==> src/rtl/msrv32_store_unit_v2_if.sv <==
// Store-unit port bundle: pipeline store request, AHB-style write channel and status pulses.
// The slave modport is the store unit; the master modport is the pipeline/bus side.
interface msrv32_store_unit_v2_if;
  localparam int unsigned ADDR_W = 32;
  localparam int unsigned DATA_W = 32;
  localparam int unsigned MASK_W = 4;

  logic              store_req_in;
  logic [1:0]        store_size_in;
  logic [ADDR_W-1:0] iadder_in;
  logic [DATA_W-1:0] rs2_in;
  logic              ahb_ready_in;
  logic              ahb_resp_in;

  logic              ms_riscv32_mp_dmwr_req_out;
  logic [ADDR_W-1:0] ms_riscv32_mp_dmaddr_out;
  logic [DATA_W-1:0] ms_riscv32_mp_dmdata_out;
  logic [MASK_W-1:0] ms_riscv32_mp_dmwr_mask_out;
  logic              su_busy_out;
  logic              su_done_out;
  logic              su_err_out;
  logic              su_misaligned_out;

  modport master (
    output store_req_in, store_size_in, iadder_in, rs2_in, ahb_ready_in, ahb_resp_in,
    input  ms_riscv32_mp_dmwr_req_out, ms_riscv32_mp_dmaddr_out, ms_riscv32_mp_dmdata_out,
           ms_riscv32_mp_dmwr_mask_out, su_busy_out, su_done_out, su_err_out, su_misaligned_out
  );

  modport slave (
    input  store_req_in, store_size_in, iadder_in, rs2_in, ahb_ready_in, ahb_resp_in,
    output ms_riscv32_mp_dmwr_req_out, ms_riscv32_mp_dmaddr_out, ms_riscv32_mp_dmdata_out,
           ms_riscv32_mp_dmwr_mask_out, su_busy_out, su_done_out, su_err_out, su_misaligned_out
  );
endinterface

==> src/rtl/msrv32_store_unit_v2.sv <==
// RV32 store unit: alignment check, lane replication, strobe generation and a
// single-outstanding address/data-phase write with an optional whole-transaction timeout.
module msrv32_store_unit_v2 #(
  parameter int unsigned TIMEOUT_CYCLES = 16
) (
  input  logic                         ms_riscv32_mp_clk_in,
  input  logic                         ms_riscv32_mp_rst_in,
  msrv32_store_unit_v2_if.slave        su_bus
);

  localparam int unsigned ADDR_W = 32;
  localparam int unsigned DATA_W = 32;
  localparam int unsigned MASK_W = 4;
  localparam int unsigned CNT_W  = 8;

  localparam logic [CNT_W-1:0] TIMEOUT_LIMIT = CNT_W'(TIMEOUT_CYCLES);
  localparam logic [CNT_W-1:0] CNT_MAX       = '1;
  localparam logic             TIMEOUT_EN    = (TIMEOUT_CYCLES != 0);

  localparam logic [1:0] SIZE_BYTE = 2'b00;
  localparam logic [1:0] SIZE_HALF = 2'b01;

  typedef enum logic [1:0] {
    S_IDLE = 2'b00,
    S_REQ  = 2'b01,
    S_WAIT = 2'b10
  } state_e;

  typedef struct packed {
    logic [ADDR_W-1:0] addr;
    logic [DATA_W-1:0] data;
    logic [MASK_W-1:0] mask;
  } wr_beat_t;

  state_e           state_q, state_d;
  logic [CNT_W-1:0] cnt_q, cnt_d;
  wr_beat_t         beat_q, beat_d;
  logic             req_q, req_d;
  logic             busy_q, busy_d;
  logic             done_q, done_d;
  logic             err_q, err_d;
  logic             mis_q, mis_d;

  logic [1:0]        lane_c;
  logic [DATA_W-1:0] fmt_data_c;
  logic [MASK_W-1:0] fmt_mask_c;
  logic              misaligned_c;
  logic              timeout_hit_c;
  logic [CNT_W-1:0]  cnt_inc_c;

  assign lane_c = su_bus.iadder_in[1:0];

  // Replicate store data across byte lanes and derive the strobe from size/offset.
  always_comb begin
    fmt_data_c   = su_bus.rs2_in;
    fmt_mask_c   = 4'b1111;
    misaligned_c = 1'b0;
    unique case (su_bus.store_size_in)
      SIZE_BYTE: begin
        fmt_data_c = {4{su_bus.rs2_in[7:0]}};
        fmt_mask_c = 4'b0001 << lane_c;
      end
      SIZE_HALF: begin
        fmt_data_c   = {2{su_bus.rs2_in[15:0]}};
        fmt_mask_c   = lane_c[1] ? 4'b1100 : 4'b0011;
        misaligned_c = lane_c[0];
      end
      default: begin
        misaligned_c = |lane_c;
      end
    endcase
  end

  // Counter saturates so a disabled timeout can never wrap into a false match.
  assign cnt_inc_c     = (cnt_q == CNT_MAX) ? cnt_q : cnt_q + CNT_W'(1);
  assign timeout_hit_c = TIMEOUT_EN && (cnt_q == TIMEOUT_LIMIT);

  // Next-state and registered-output logic.
  always_comb begin
    state_d = state_q;
    cnt_d   = cnt_q;
    beat_d  = beat_q;
    req_d   = req_q;
    done_d  = 1'b0;
    err_d   = 1'b0;
    mis_d   = 1'b0;

    unique case (state_q)
      S_IDLE: begin
        if (su_bus.store_req_in) begin
          if (misaligned_c) begin
            mis_d = 1'b1;
          end else begin
            beat_d.addr = {su_bus.iadder_in[ADDR_W-1:2], 2'b00};
            beat_d.data = fmt_data_c;
            beat_d.mask = fmt_mask_c;
            req_d       = 1'b1;
            cnt_d       = '0;
            state_d     = S_REQ;
          end
        end
      end

      S_REQ: begin
        if (su_bus.ahb_ready_in) begin
          req_d   = 1'b0;
          state_d = S_WAIT;
        end else if (timeout_hit_c) begin
          req_d       = 1'b0;
          beat_d.mask = '0;
          err_d       = 1'b1;
          state_d     = S_IDLE;
        end else begin
          cnt_d = cnt_inc_c;
        end
      end

      S_WAIT: begin
        if (su_bus.ahb_ready_in) begin
          beat_d.mask = '0;
          done_d      = ~su_bus.ahb_resp_in;
          err_d       = su_bus.ahb_resp_in;
          state_d     = S_IDLE;
        end else if (timeout_hit_c) begin
          beat_d.mask = '0;
          err_d       = 1'b1;
          state_d     = S_IDLE;
        end else begin
          cnt_d = cnt_inc_c;
        end
      end

      default: begin
        req_d       = 1'b0;
        beat_d.mask = '0;
        state_d     = S_IDLE;
      end
    endcase

    busy_d = (state_d != S_IDLE);
  end

  always_ff @(posedge ms_riscv32_mp_clk_in or negedge ms_riscv32_mp_rst_in) begin
    if (!ms_riscv32_mp_rst_in) begin
      state_q <= S_IDLE;
      cnt_q   <= '0;
      beat_q  <= '0;
      req_q   <= 1'b0;
      busy_q  <= 1'b0;
      done_q  <= 1'b0;
      err_q   <= 1'b0;
      mis_q   <= 1'b0;
    end else begin
      state_q <= state_d;
      cnt_q   <= cnt_d;
      beat_q  <= beat_d;
      req_q   <= req_d;
      busy_q  <= busy_d;
      done_q  <= done_d;
      err_q   <= err_d;
      mis_q   <= mis_d;
    end
  end

  assign su_bus.ms_riscv32_mp_dmwr_req_out  = req_q;
  assign su_bus.ms_riscv32_mp_dmaddr_out    = beat_q.addr;
  assign su_bus.ms_riscv32_mp_dmdata_out    = beat_q.data;
  assign su_bus.ms_riscv32_mp_dmwr_mask_out = beat_q.mask;
  assign su_bus.su_busy_out                 = busy_q;
  assign su_bus.su_done_out                 = done_q;
  assign su_bus.su_err_out                  = err_q;
  assign su_bus.su_misaligned_out           = mis_q;

endmodule

==> src/flat_wrapper.sv <==
// flat-port wrapper written by rule: the top's interface ports become plain ports
module msrv32_store_unit_v2_flat 
#(
  parameter int unsigned TIMEOUT_CYCLES = 16
)
  (ms_riscv32_mp_clk_in, ms_riscv32_mp_rst_in, su_bus_store_req_in, su_bus_store_size_in, su_bus_iadder_in, su_bus_rs2_in, su_bus_ahb_ready_in, su_bus_ahb_resp_in, su_bus_ms_riscv32_mp_dmwr_req_out, su_bus_ms_riscv32_mp_dmaddr_out, su_bus_ms_riscv32_mp_dmdata_out, su_bus_ms_riscv32_mp_dmwr_mask_out, su_bus_su_busy_out, su_bus_su_done_out, su_bus_su_err_out, su_bus_su_misaligned_out);
  msrv32_store_unit_v2_if su_bus_i ();
  input  logic ms_riscv32_mp_clk_in;
  input  logic ms_riscv32_mp_rst_in;
  input wire logic [$bits(su_bus_i.store_req_in)-1:0] su_bus_store_req_in;
  input wire logic [$bits(su_bus_i.store_size_in)-1:0] su_bus_store_size_in;
  input wire logic [$bits(su_bus_i.iadder_in)-1:0] su_bus_iadder_in;
  input wire logic [$bits(su_bus_i.rs2_in)-1:0] su_bus_rs2_in;
  input wire logic [$bits(su_bus_i.ahb_ready_in)-1:0] su_bus_ahb_ready_in;
  input wire logic [$bits(su_bus_i.ahb_resp_in)-1:0] su_bus_ahb_resp_in;
  output wire logic [$bits(su_bus_i.ms_riscv32_mp_dmwr_req_out)-1:0] su_bus_ms_riscv32_mp_dmwr_req_out;
  output wire logic [$bits(su_bus_i.ms_riscv32_mp_dmaddr_out)-1:0] su_bus_ms_riscv32_mp_dmaddr_out;
  output wire logic [$bits(su_bus_i.ms_riscv32_mp_dmdata_out)-1:0] su_bus_ms_riscv32_mp_dmdata_out;
  output wire logic [$bits(su_bus_i.ms_riscv32_mp_dmwr_mask_out)-1:0] su_bus_ms_riscv32_mp_dmwr_mask_out;
  output wire logic [$bits(su_bus_i.su_busy_out)-1:0] su_bus_su_busy_out;
  output wire logic [$bits(su_bus_i.su_done_out)-1:0] su_bus_su_done_out;
  output wire logic [$bits(su_bus_i.su_err_out)-1:0] su_bus_su_err_out;
  output wire logic [$bits(su_bus_i.su_misaligned_out)-1:0] su_bus_su_misaligned_out;
  assign su_bus_i.store_req_in = su_bus_store_req_in;
  assign su_bus_i.store_size_in = su_bus_store_size_in;
  assign su_bus_i.iadder_in = su_bus_iadder_in;
  assign su_bus_i.rs2_in = su_bus_rs2_in;
  assign su_bus_i.ahb_ready_in = su_bus_ahb_ready_in;
  assign su_bus_i.ahb_resp_in = su_bus_ahb_resp_in;
  assign su_bus_ms_riscv32_mp_dmwr_req_out = su_bus_i.ms_riscv32_mp_dmwr_req_out;
  assign su_bus_ms_riscv32_mp_dmaddr_out = su_bus_i.ms_riscv32_mp_dmaddr_out;
  assign su_bus_ms_riscv32_mp_dmdata_out = su_bus_i.ms_riscv32_mp_dmdata_out;
  assign su_bus_ms_riscv32_mp_dmwr_mask_out = su_bus_i.ms_riscv32_mp_dmwr_mask_out;
  assign su_bus_su_busy_out = su_bus_i.su_busy_out;
  assign su_bus_su_done_out = su_bus_i.su_done_out;
  assign su_bus_su_err_out = su_bus_i.su_err_out;
  assign su_bus_su_misaligned_out = su_bus_i.su_misaligned_out;
  msrv32_store_unit_v2 #(.TIMEOUT_CYCLES(TIMEOUT_CYCLES)) u_core (.ms_riscv32_mp_clk_in(ms_riscv32_mp_clk_in), .ms_riscv32_mp_rst_in(ms_riscv32_mp_rst_in), .su_bus(su_bus_i));
endmodule
==> config.mk <==
export PLATFORM = sky130hd
export DESIGN_NAME = msrv32_store_unit_v2_flat
export DESIGN_NICKNAME = d
export VERILOG_FILES = /design/src/rtl/msrv32_store_unit_v2_if.sv /design/src/rtl/msrv32_store_unit_v2.sv /design/src/flat_wrapper.sv
export SDC_FILE = /design/constraint.sdc
export NUM_CORES = 1
export LEC_CHECK = 0
export ABC_AREA = 1
export CAP_MARGIN = 20
export CORE_MARGIN = 1
export CORE_UTILIZATION = 40
export DETAILED_ROUTE_END_ITERATION = 8
export PLACE_DENSITY = 0.72
export SLEW_MARGIN = 40
export SYNTH_ARGS = -nofsm -noshare
export SYNTH_HDL_FRONTEND = slang
export SYNTH_SLANG_ARGS = --single-unit
==> constraint.sdc <==
create_clock -name ms_riscv32_mp_clk_in -period 1.9 [get_ports ms_riscv32_mp_clk_in]
set_input_delay 0.38 -clock ms_riscv32_mp_clk_in [delete_from_list [all_inputs] [get_ports ms_riscv32_mp_clk_in]]
set_output_delay 0.38 -clock ms_riscv32_mp_clk_in [all_outputs]
set_load 0.01 [all_outputs]
==> out/summary.txt, run 1 <==
Status: complete, no violations
Period minus WS final: 1.68 ns
Crit path DAT: 1.30 ns
GR Overflow Total: 0
Pre-CTS WS: -0.0234 ns
First-pass GRT wire length: 16700 µm
Top cells by area, synth: dfrtp_1 53%, nand2_1 21%, o21ai_0 3.8%
Worst hold-check path type: reg -> reg
Vias per cell: 4.73
Critical path class: reg -> out
Vias post-DR: 3604
CP max-delay cell: clkdlybuf4s50_1
Post-route ant nets: 0
Max clock buf depth: 2
Setup crit start kind: flip-flop
Highest cell delay on the worst timing path: 0.58 ns
Synth cell types: 29
Max Clock Skew: 0.00843 ns
Layout cell share with drive strength beyond 1: 0.0727
WHS: 0.479 ns
Resize count post-CTS: 0
DRC viols: 0
Starting Density: 0.412
Async S/R FF share, synth: 1.00
Layout Nets: 705
Max Fclk: 596 MHz
Mapped Cells: 475
Reg area: 2030 µm²
CTS tree: done
Buffers and inverters on the worst path: 1
Worst vdd ir: 0.000648 V
Avg Synthesized Cell Area: 8.01 µm²
Number of global-route vias before repair: 3538
Largest delay share family, worst path: buffers and inverters
Hold Violations, Final: 0
Worst path cell trace: clkdlybuf4s50_1
CP endpoint kind: output port
RSZ-0062 raised after global routing: no
Multi-input gate area: 1540 µm²
Post-synth EDFFs: 0
Worst skew pair latency: 0.35 ns
Sequential share of the synthesized area: 0.533
Post-synth top area cell: dfrtp_1
Synth warn: 0
Share of the synthesized area in the top cell type: 0.533
Starting DRT DRC Count: 171
Most frequent cell after synthesis: nand2_1
Routed WL: 10100 µm
Post-DP HPWL: 7740 µm
Ys flop type: dfrtp_1
Chip height: 99.5 µm
Number of I/O port buffers: 141
Std-Cell Core Area: 9240 µm²
Critical Path RT: 1.52 ns
Initial antenna violation count: 0
Routability cong.: 0.880
Post-CTS Setup Repair Bufs: 0
TritonRoute pass-1 iters: 5
Syn Std Cell Area: 3810 µm²
Seq cells post-synth: 81
Cell Rows: 35
Power per cell area: 1430 nW/µm²
Hold_buf cts: 1
TritonCTS buffer count: 9
Clock sinks: 81
Ports: 144
Setup violations, final: 0
Total track usage: 0.213
Die X: 99.5 µm
Largest net degree at the start of global routing: 44
Final max-slew violation count: 0
Root buf cell: clkbuf_8
Worst-path maximum fanout: 2
Max Cap Viol: 0
Fill cells: 836
Worst setup margin: 0.222 ns
Die area: 9910 µm²
H-Tree Depth: 3
Fin crit share: 0.883
Ant. Diodes: 0
Most frequent cells after synthesis: 213 x nand2_1, 81 x dfrtp_1, 29 x o21ai_0
Clk pin slew, worst setup/hold paths: 0.09 ns
Leak: 0.00272 µW
Wire per inst: 13.3 µm
Area delta synth->final: 50.0%
metrics by stage:
step | power, µW | setup TNS [ns] | instance area (µm²) | instances | util
finish | 8180 | 0 | 5710 | 762 | 0.618
global route | 8750 | 0 | 5710 | 762 | 0.618
CTS | 8260 | 0 | 5710 | 762 | 0.618
detailed placement | 6700 | -0.0280 | 5460 | 745 | 0.591
global placement | 6600 | 0 | 5460 | 745 | 0.591
floorplan | 4570 | 0 | 3810 | 476 | -
kinds of logic after synthesis:
family,Yosys count,share of synthesized area
compound gates,67,0.0940
fa+ha+maj,6,0.0197
simple gates,270,0.289
buf+inv,50,0.0641
other cells,1,0.000985
flops,81,0.533
power breakdown:
group	leakage (µW)	internal [µW]	total (µW)	switching, µW
logic	0.00160	1990	3770	1780
registers	0.00101	2460	2890	424
clock network	0.000117	881	1520	642
cell usage in the layout, fill, tap and decap left out, types with 2 or more instances in the layout:
master / count
a21oi_1: 21
a31oi_1: 10
buf_12: 5
buf_4: 15
bufinv_16: 3
clkbuf_8: 9
clkdlybuf4s50_1: 140
conb_1: 2
dfrtp_1: 81
ha_1: 6
inv_1: 26
inv_2: 2
nand2_1: 213
nand2_2: 3
nand3_1: 22
nor2_1: 26
o21ai_0: 29
o21ai_1: 3
layout make-up:
cell class	count	area share
clock buffer	10	0.0223
multi-input combinational	345	0.270
inverter	30	0.0204
timing repair buffer	161	0.284
tap	129	0.0283
clock inverter	6	0.0202
sequential	81	0.355
registers in the layout (all words and copies together), names as in the netlist:
signal,flops
u_core.su_bus.su_busy_out,1
u_core.su_bus.su_misaligned_out,1
u_core.su_bus.ms_riscv32_mp_dmaddr_out,30
u_core.su_bus.ms_riscv32_mp_dmwr_req_out,1
u_core.cnt_q,8
u_core.state_q,2
u_core.su_bus.su_done_out,1
u_core.su_bus.su_err_out,1
u_core.su_bus.ms_riscv32_mp_dmdata_out,32
u_core.su_bus.ms_riscv32_mp_dmwr_mask_out,4
path summary, 6_finish.rpt:
path,endpoint,from,slack [ns],depth (start not counted)
worst max-delay path,su_bus_ms_riscv32_mp_dmdata_out[11],u_core.su_bus.ms_riscv32_mp_dmdata_out[11]$_DFFE_PN0P_,0.22,1
worst min-delay path,u_core.su_bus.ms_riscv32_mp_dmaddr_out[13]$_DFFE_PN0P_,u_core.su_bus.ms_riscv32_mp_dmaddr_out[13]$_DFFE_PN0P_,0.48,2
worst max register to register,u_core.cnt_q[6]$_DFFE_PN0P_,u_core.cnt_q[0]$_DFFE_PN0P_,0.29,10
worst min register to register,u_core.su_bus.ms_riscv32_mp_dmaddr_out[13]$_DFFE_PN0P_,u_core.su_bus.ms_riscv32_mp_dmaddr_out[13]$_DFFE_PN0P_,0.48,2
max in group asynchronous,u_core.su_bus.ms_riscv32_mp_dmdata_out[4]$_DFFE_PN0P_,ms_riscv32_mp_rst_in,0.79,3
min in group asynchronous,u_core.su_bus.ms_riscv32_mp_dmaddr_out[28]$_DFFE_PN0P_,ms_riscv32_mp_rst_in,0.50,2
per-layer routing:
| layer | global-route usage | wire [µm] | vias up |
|---|---|---|---|
| li1 | - | - | 1806 |
| met1 | 0.282 | 4450 | 1653 |
| met2 | 0.350 | 4990 | 128 |
| met3 | 0.0302 | 473 | 17 |
| met4 | 0.0916 | 202 | 0 |
| met5 | 0 | 0 | - |
Note: power is estimated with default switching activity, not from simulation.
==> inputs of run 2 (changes only) <==
--- a/config.mk
+++ b/config.mk
@@ -5,7 +5,6 @@
 export SDC_FILE = /design/constraint.sdc
 export NUM_CORES = 1
 export LEC_CHECK = 0
-export ABC_AREA = 1
 export CAP_MARGIN = 20
 export CORE_MARGIN = 1
 export CORE_UTILIZATION = 40
==> run 2 against run 1 <==
Cell count decreased by 9.4%. Setup slack got worse by 0.12 ns. Largest cell class unchanged. Highest routed layer unchanged. Critical path depth increased by 6. Register-to-register slack got worse by 0.19 ns. Largest power group unchanged. Sequential share of layout area decreased by 0.42 points. Clock power decreased by 11%.
==> out/summary.txt, run 2 <==
Met1 Track Usage GR: 0.302 (+0.0200)
Clock sinks: 81 (unchanged)
Power per cell area: 1390 nW/µm² (-2.6%)
Syn Std Cell Area: 3740 µm² (-1.6%)
Async S/R FF share, synth: 1.00 (unchanged)
Critical path class: reg -> reg
CP endpoint kind: flip-flop
Placed cells: 673 (-9.7%)
Sequential share of the synthesized area: 0.541 (+0.00872)
Max clock buf depth: 2 (unchanged)
Highest-count cells in the layout ignoring fill and taps: 138 x clkdlybuf4s50_1, 131 x nand2_1, 80 x dfrtp_1, 36 x nor2_1, 35 x buf_4
Routed WL: 10900 µm (+7.3%)
Most common cell after layout, fill and taps aside: clkdlybuf4s50_1
Post-DP HPWL: 8170 µm (+5.6%)
Multi-input gate area: 1620 µm² (+5.1%)
Routability cong.: 0.847 (-3.8%)
Max reg flops: 32 (unchanged)
Layout cell share with drive strength beyond 1: 0.113 (+0.0407)
Hold Startpoint: u_core.su_bus.ms_riscv32_mp_dmaddr_out[21]$_DFFE_PN0P_
Final max-slew violation count: 0 (unchanged)
Area delta synth->final: 54.4%
TritonCTS buffer count: 9 (unchanged)
Max Fclk: 555 MHz (-6.9%)
Critical Path RT: 2.12 ns (+0.60 ns)
Seq cells post-synth: 81 (unchanged)
Ports: 144 (unchanged)
Status: complete, no violations
Vias post-DR: 3542 (-1.7%)
Die area: 9750 µm² (-1.6%)
Fin cells: 690 (-9.4%)
Die X: 98.8 µm (-0.79%)
Ant. Diodes: 0 (unchanged)
Synth warn: 0 (unchanged)
Ys flop type: dfrtp_1
Fill cells: 725 (-13%)
Met3 Use GR: 0.0702 (+0.0400)
Setup violations, final: 0 (unchanged)
GR Util met2: 0.387 (+0.0363)
Most used routing layer: met2
Share of the synthesized area in the top cell type: 0.541 (+0.00872)
Std-Cell Core Area: 8890 µm² (-3.8%)
Max Cap Viol: 0 (unchanged)
Post-route ant nets: 0 (unchanged)
Period minus WS final: 1.80 ns (+0.124 ns)
Crit path DAT: 2.03 ns (+0.73 ns)
Fin crit share: 0.948 (+0.0651)
Hold Violations, Final: 0 (unchanged)
Worst skew pair latency: 0.35 ns (about the same)
Avg Synthesized Cell Area: 9.18 µm² (+15%)
Initial antenna violation count: 0 (unchanged)
Worst hold-check path type: reg -> reg
Reg area: 2030 µm² (about the same)
Total track usage: 0.236 (+0.0235)
Max Clock Skew: 0.00782 ns (-0.000603 ns)
Starting Density: 0.421 (+0.00928)
Top cells by area, synth: dfrtp_1 54%, nand2_1 13%, mux2i_1 6.4%
Root buf cell: clkbuf_8
Most frequent cell after synthesis: nand2_1
Most frequent cells after synthesis: 132 x nand2_1, 81 x dfrtp_1, 37 x nor2_1
Cell Rows: 34 (-2.9%)
First-pass GRT wire length: 18100 µm (+8.1%)
Chip height: 98.8 µm (-0.79%)
RSZ-0062 raised after global routing: no
Post-synth EDFFs: 0 (unchanged)
RR Startpoint: u_core.cnt_q[5]$_DFFE_PN0P_
Mapped Cells: 408 (-14%)
Layout Nets: 655 (-7.1%)
Worst vdd ir: 0.000737 V (+14%)
Clk pin slew, worst setup/hold paths: 0.08 ns (about the same)
Number of I/O port buffers: 141 (unchanged)
Worst-path maximum fanout: 7 (+5)
Final total power: 8070 µW (-1.4%)
Largest net degree at the start of global routing: 52 (+18%)
Synth cell types: 47 (+62%)
GR Overflow Total: 0 (unchanged)
Number of global-route vias before repair: 3641 (+2.9%)
Final Core Density: 0.650 (+0.0324)
CTS tree: done
Starting DRT DRC Count: 149 (-13%)
Setup crit start kind: flip-flop
Post-synth top area cell: dfrtp_1
Vias per cell: 5.13 (+8.5%)
CP startpoint: u_core.cnt_q[5]$_DFFE_PN0P_
Leak: 0.00271 µW (-0.54%)
DRC viols: 0 (unchanged)
H-Tree Depth: 3 (unchanged)
TritonRoute pass-1 iters: 5 (unchanged)
Wire per inst: 15.7 µm (+19%)
[run 2: cell count changes after synthesis, moves of 11 or more]
cell / delta
mux2i_1: +24
nor2_1: +11
o21ai_0: -15
nand3_1: -13
inv_1: -17
nand2_1: -81
[run 2: final timing paths]
kind / depth (start not counted) / slack, ns / endpoint
max in group asynchronous: 3 / 0.78 / u_core.cnt_q[1]$_DFFE_PN0P_
min in group asynchronous: 2 / 0.50 / u_core.su_bus.ms_riscv32_mp_dmaddr_out[9]$_DFFE_PN0P_
setup / recovery: 7 / 0.1 / u_core.su_bus.su_busy_out$_DFF_PN0_
setup reg to reg: 7 / 0.1 / u_core.su_bus.su_busy_out$_DFF_PN0_
hold / removal: 2 / 0.48 / u_core.su_bus.ms_riscv32_mp_dmaddr_out[21]$_DFFE_PN0P_
hold reg to reg: 2 / 0.48 / u_core.su_bus.ms_riscv32_mp_dmaddr_out[21]$_DFFE_PN0P_
[run 2: stage by stage]
stage               hold slack (ns)  setup WS (ns)  setup TNS [ns]  cell area (µm²)
detailed placement            0.339         -0.305          -15.36             5540
global route                  0.500         0.0178               0             5780
finish                        0.476         0.0981               0             5780
CTS                           0.483         0.0567               0             5760
floorplan                    0.0844         0.0757               0             3760
global placement              0.340         -0.271          -14.24             5540
[run 2: final cells by class]
cell class / instances / share of cell area
inverter: 9 / 0.00584
clock buffer: 10 / 0.0221
timing repair buffer: 180 / 0.304
multi-input combinational: 297 / 0.280
sequential: 81 / 0.351
clock inverter: 5 / 0.0141
tap: 108 / 0.0234
[run 2: repair_timing]
item / 4_1_cts / 5_1_grt
resized for setup: 0 / 7
hold endpoints to repair: 30 / 0
hold buffers: 1 / 0
endpoints found under the setup margin: 0 / 56
buffers inserted: 0 / 1
[run 2: cell families (layout without fill, tap and decap cells)]
| family | Yosys count | after routing | synth area share |
|---|---|---|---|
| flops | 81 | 81 | 0.541 |
| buf+inv | 31 | 204 | 0.0364 |
| mux | 24 | 24 | 0.0641 |
| fa+ha+maj | 6 | 6 | 0.0200 |
| simple gates | 199 | 199 | 0.223 |
| other cells | 1 | 2 | 0.00100 |
| compound gates | 66 | 66 | 0.114 |
[run 2: critical path, cell delays in order, from the launching register on]
cell and delay [ns]:
dfrtp_1 0.40, nor4b_2 0.29, buf_4 0.16, a31oi_4 0.08, buf_4 0.18, buf_4 0.14
a221oi_1 0.31, a21oi_1 0.11
[run 2: report_power, final]
| part | total [µW] | internal (µW) | switching, µW |
|---|---|---|---|
| sequential | 2910 | 2470 | 444 |
| combinational | 3800 | 2040 | 1760 |
| clock | 1360 | 734 | 623 |
| total | 8070 | 5240 | 2830 |
[run 2: layer usage]
layer / up-vias / part of all wire
li1: 1704 / -
met1: 1688 / 0.43
met2: 129 / 0.48
met3: 21 / 0.059
met4: 0 / 0.024
met5: - / 0
==> inputs of run 3 (changes only) <==
--- a/config.mk
+++ b/config.mk
@@ -7,9 +7,9 @@
 export LEC_CHECK = 0
 export CAP_MARGIN = 20
 export CORE_MARGIN = 1
-export CORE_UTILIZATION = 40
+export CORE_UTILIZATION = 47
 export DETAILED_ROUTE_END_ITERATION = 8
-export PLACE_DENSITY = 0.72
+export PLACE_DENSITY = 0.83
 export SLEW_MARGIN = 40
 export SYNTH_ARGS = -nofsm -noshare
 export SYNTH_HDL_FRONTEND = slang
==> constraint.sdc (replaced) <==
create_clock -name ms_riscv32_mp_clk_in -period 2.2 [get_ports ms_riscv32_mp_clk_in]
set_input_delay 0.44 -clock ms_riscv32_mp_clk_in [delete_from_list [all_inputs] [get_ports ms_riscv32_mp_clk_in]]
set_output_delay 0.44 -clock ms_riscv32_mp_clk_in [all_outputs]
set_load 0.01 [all_outputs]
==> run 3 against run 2 <==
Clock skew rose by 0.0016 ns. Combinational power fell by 16%. Routed wire length fell by 5.8%. Register-to-register slack improved by 0.19 ns. Sequential power fell by 13%. Critical path type is now in -> reg. Critical endpoint is now u_core.cnt_q[6]$_DFFE_PN0P_.
==> out/summary.txt, run 3 (same netlist as run 2, synthesis figures left out) <==
Status: complete, no violations
RR Endpoint: u_core.su_bus.ms_riscv32_mp_dmdata_out[18]$_DFFE_PN0P_
Worst-path maximum fanout: 5 (-2)
CP startpoint: su_bus_store_size_in[1]
Setup crit start kind: input pin
Highest-count cells in the layout ignoring fill and taps: 140 x clkdlybuf4s50_1, 132 x nand2_1, 81 x dfrtp_1, 37 x nor2_1, 29 x a21oi_1
RSZ-0062 raised after global routing: no
Clk pin slew, worst setup/hold paths: 0.09 ns (about the same)
CP endpoint kind: flip-flop
Power per cell area: 1220 nW/µm² (-12%)
Reg area: 2030 µm² (about the same)
Highest cell delay on the worst timing path: 0.46 ns (+0.06 ns)
Post-route cell area: 5670 µm² (-1.9%)
Clock sinks: 81 (unchanged)
Buffers and inverters on the worst path: 1 (-2)
Worst hold-check path type: reg -> reg
CP max-delay cell: clkdlybuf4s50_1
Largest delay share family, worst path: simple AND/OR/NAND/NOR gates
Max clock buf depth: 2 (unchanged)
RR Startpoint: u_core.state_q[0]$_DFF_PN0_
Die area: 8330 µm² (-15%)
Ant. Diodes: 0 (unchanged)
Std-Cell Core Area: 7730 µm² (-13%)
Wire per inst: 15.2 µm (-3.2%)
Total track usage: 0.259 (+0.0229)
Starting DRT DRC Count: 178 (+19%)
Largest net degree at the start of global routing: 43 (-17%)
Most common cell after layout, fill and taps aside: clkdlybuf4s50_1
Max Fclk: 511 MHz
Crit path DAT: 2.21 ns (+0.18 ns)
CP endpoint: u_core.cnt_q[6]$_DFFE_PN0P_
DRC viols: 0 (unchanged)
Fin crit share: 0.890
Area delta synth->final: 51.5%
First-pass GRT wire length: 16800 µm (-7.0%)
Layout Nets: 642 (-2.0%)
Cell Rows: 32 (-5.9%)
Post-route ant nets: 0 (unchanged)
Root buf cell: clkbuf_8
Hold_buf cts: 1 (unchanged)
Vias post-DR: 3510 (-0.90%)
Period minus WS final: 1.96 ns
Leak: 0.00263 µW (-3.1%)
Fill cells: 557 (-23%)
Hold Violations, Final: 0 (unchanged)
CP Depth: 6 (-1)
TritonRoute pass-1 iters: 4 (-1)
Max Clock Skew: 0.00943 ns (+0.00161 ns)
Starting Density: 0.485 (+0.0634)
Initial antenna violation count: 0 (unchanged)
Layout cell share with drive strength beyond 1: 0.0877 (-0.0257)
Worst vdd ir: 0.000629 V (-15%)
GR Overflow Total: 0 (unchanged)
Worst hold stages: 2 (unchanged)
Post-CTS Setup Repair Bufs: 0 (unchanged)
Setup violations, final: 0 (unchanged)
Routability cong.: 0.904 (+6.8%)
CTS tree: done
Vias per cell: 5.22 (+1.8%)
Multi-input gate area: 1600 µm² (-1.4%)
R2r setup slk: 0.29 ns (+0.19 ns)
Number of I/O port buffers: 141 (unchanged)
Reg2Reg Depth: 8 (+1)
Ports: 144 (unchanged)
Worst Tran Pin Value: 0.725 ns
Post-DP HPWL: 7710 µm (-5.6%)
Placed cell area: 5440 µm² (-1.7%)
Critical Path RT: 2.45 ns (+0.33 ns)
Max reg flops: 32 (unchanged)
Final max-slew violation count: 0 (unchanged)
Routed WL: 10200 µm (-5.8%)
Slew margin rel.: 0.515
H-Tree Depth: 3 (unchanged)
Chip height: 91.3 µm (-7.6%)
Max Cap Viol: 0 (unchanged)
TritonCTS buffer count: 9 (unchanged)
Setup TNS Final: 0 ns (unchanged)
Worst path cell trace: clkdlybuf4s50_1 > and2_1 > o31ai_4 > nand2_1 > o311a_1 > or3b_1
Die X: 91.3 µm (-7.6%)
Resize count post-CTS: 0 (unchanged)
Number of global-route vias before repair: 3442 (-5.5%)
Worst skew pair latency: 0.36 ns (about the same)
Critical path class: in -> reg
==> run 3: power by group <==
| part | leakage, µW | internal (µW) | switching, µW |
|---|---|---|---|
| clock | 0.0000991 | 643 | 569 |
| combinational | 0.00152 | 1720 | 1460 |
| sequential | 0.00100 | 2130 | 403 |
| total | 0.00263 | 4490 | 2440 |
==> run 3: per-layer routing <==
layer	global-route usage	share of wire	vias up
li1	-	-	1679
met1	0.338	0.43	1673
met2	0.429	0.49	139
met3	0.0503	0.062	19
met4	0.101	0.020	0
met5	0	0	-
==> run 3: worst register-to-register path: stages (launching register included) <==
cell	delay, ns
dfrtp_1	0.43
inv_1	0.12
ha_1	0.33
nand2_1	0.17
nor3_2	0.19
buf_4	0.25
buf_12	0.18
nor2_1	0.06
a21oi_1	0.11
==> run 3: layout make-up <==
class | count | area share
inverters | 9 | 0.00596
well taps | 102 | 0.0225
repair buffers | 167 | 0.294
multi-input cells | 297 | 0.281
flip-flops and latches | 81 | 0.357
clock buffers | 10 | 0.0225
clock inverters | 6 | 0.0161
==> run 3: worst min path at each step <==
stage,from,end,slack (ns)
finish,u_core.su_bus.ms_riscv32_mp_dmaddr_out[9]$_DFFE_PN0P_,u_core.su_bus.ms_riscv32_mp_dmaddr_out[9]$_DFFE_PN0P_,0.48
global route,u_core.su_bus.ms_riscv32_mp_dmaddr_out[30]$_DFFE_PN0P_,u_core.su_bus.ms_riscv32_mp_dmaddr_out[30]$_DFFE_PN0P_,0.51
CTS,u_core.su_bus.ms_riscv32_mp_dmaddr_out[9]$_DFFE_PN0P_,u_core.su_bus.ms_riscv32_mp_dmaddr_out[9]$_DFFE_PN0P_,0.48
detailed placement,ms_riscv32_mp_rst_in,u_core.su_bus.ms_riscv32_mp_dmaddr_out[22]$_DFFE_PN0P_,0.37
global placement,ms_riscv32_mp_rst_in,u_core.su_bus.ms_riscv32_mp_dmaddr_out[19]$_DFFE_PN0P_,0.36
floorplan,ms_riscv32_mp_rst_in,u_core.cnt_q[0]$_DFFE_PN0P_,0.14
==> run 3: through the flow <==
stage | setup WS [ns] | hold WS, ns | utilization | std cells | total power [µW]
2_1_floorplan | 0.233 | 0.144 | - | 409 | 3840
3_3_place_gp | -0.0811 | 0.364 | 0.704 | 655 | 5630
3_5_place_dp | -0.139 | 0.367 | 0.704 | 655 | 5730
4_1_cts | 0.245 | 0.483 | 0.734 | 672 | 6960
5_1_grt | 0.0858 | 0.506 | 0.734 | 672 | 7360
6_report | 0.243 | 0.478 | 0.734 | 672 | 6930
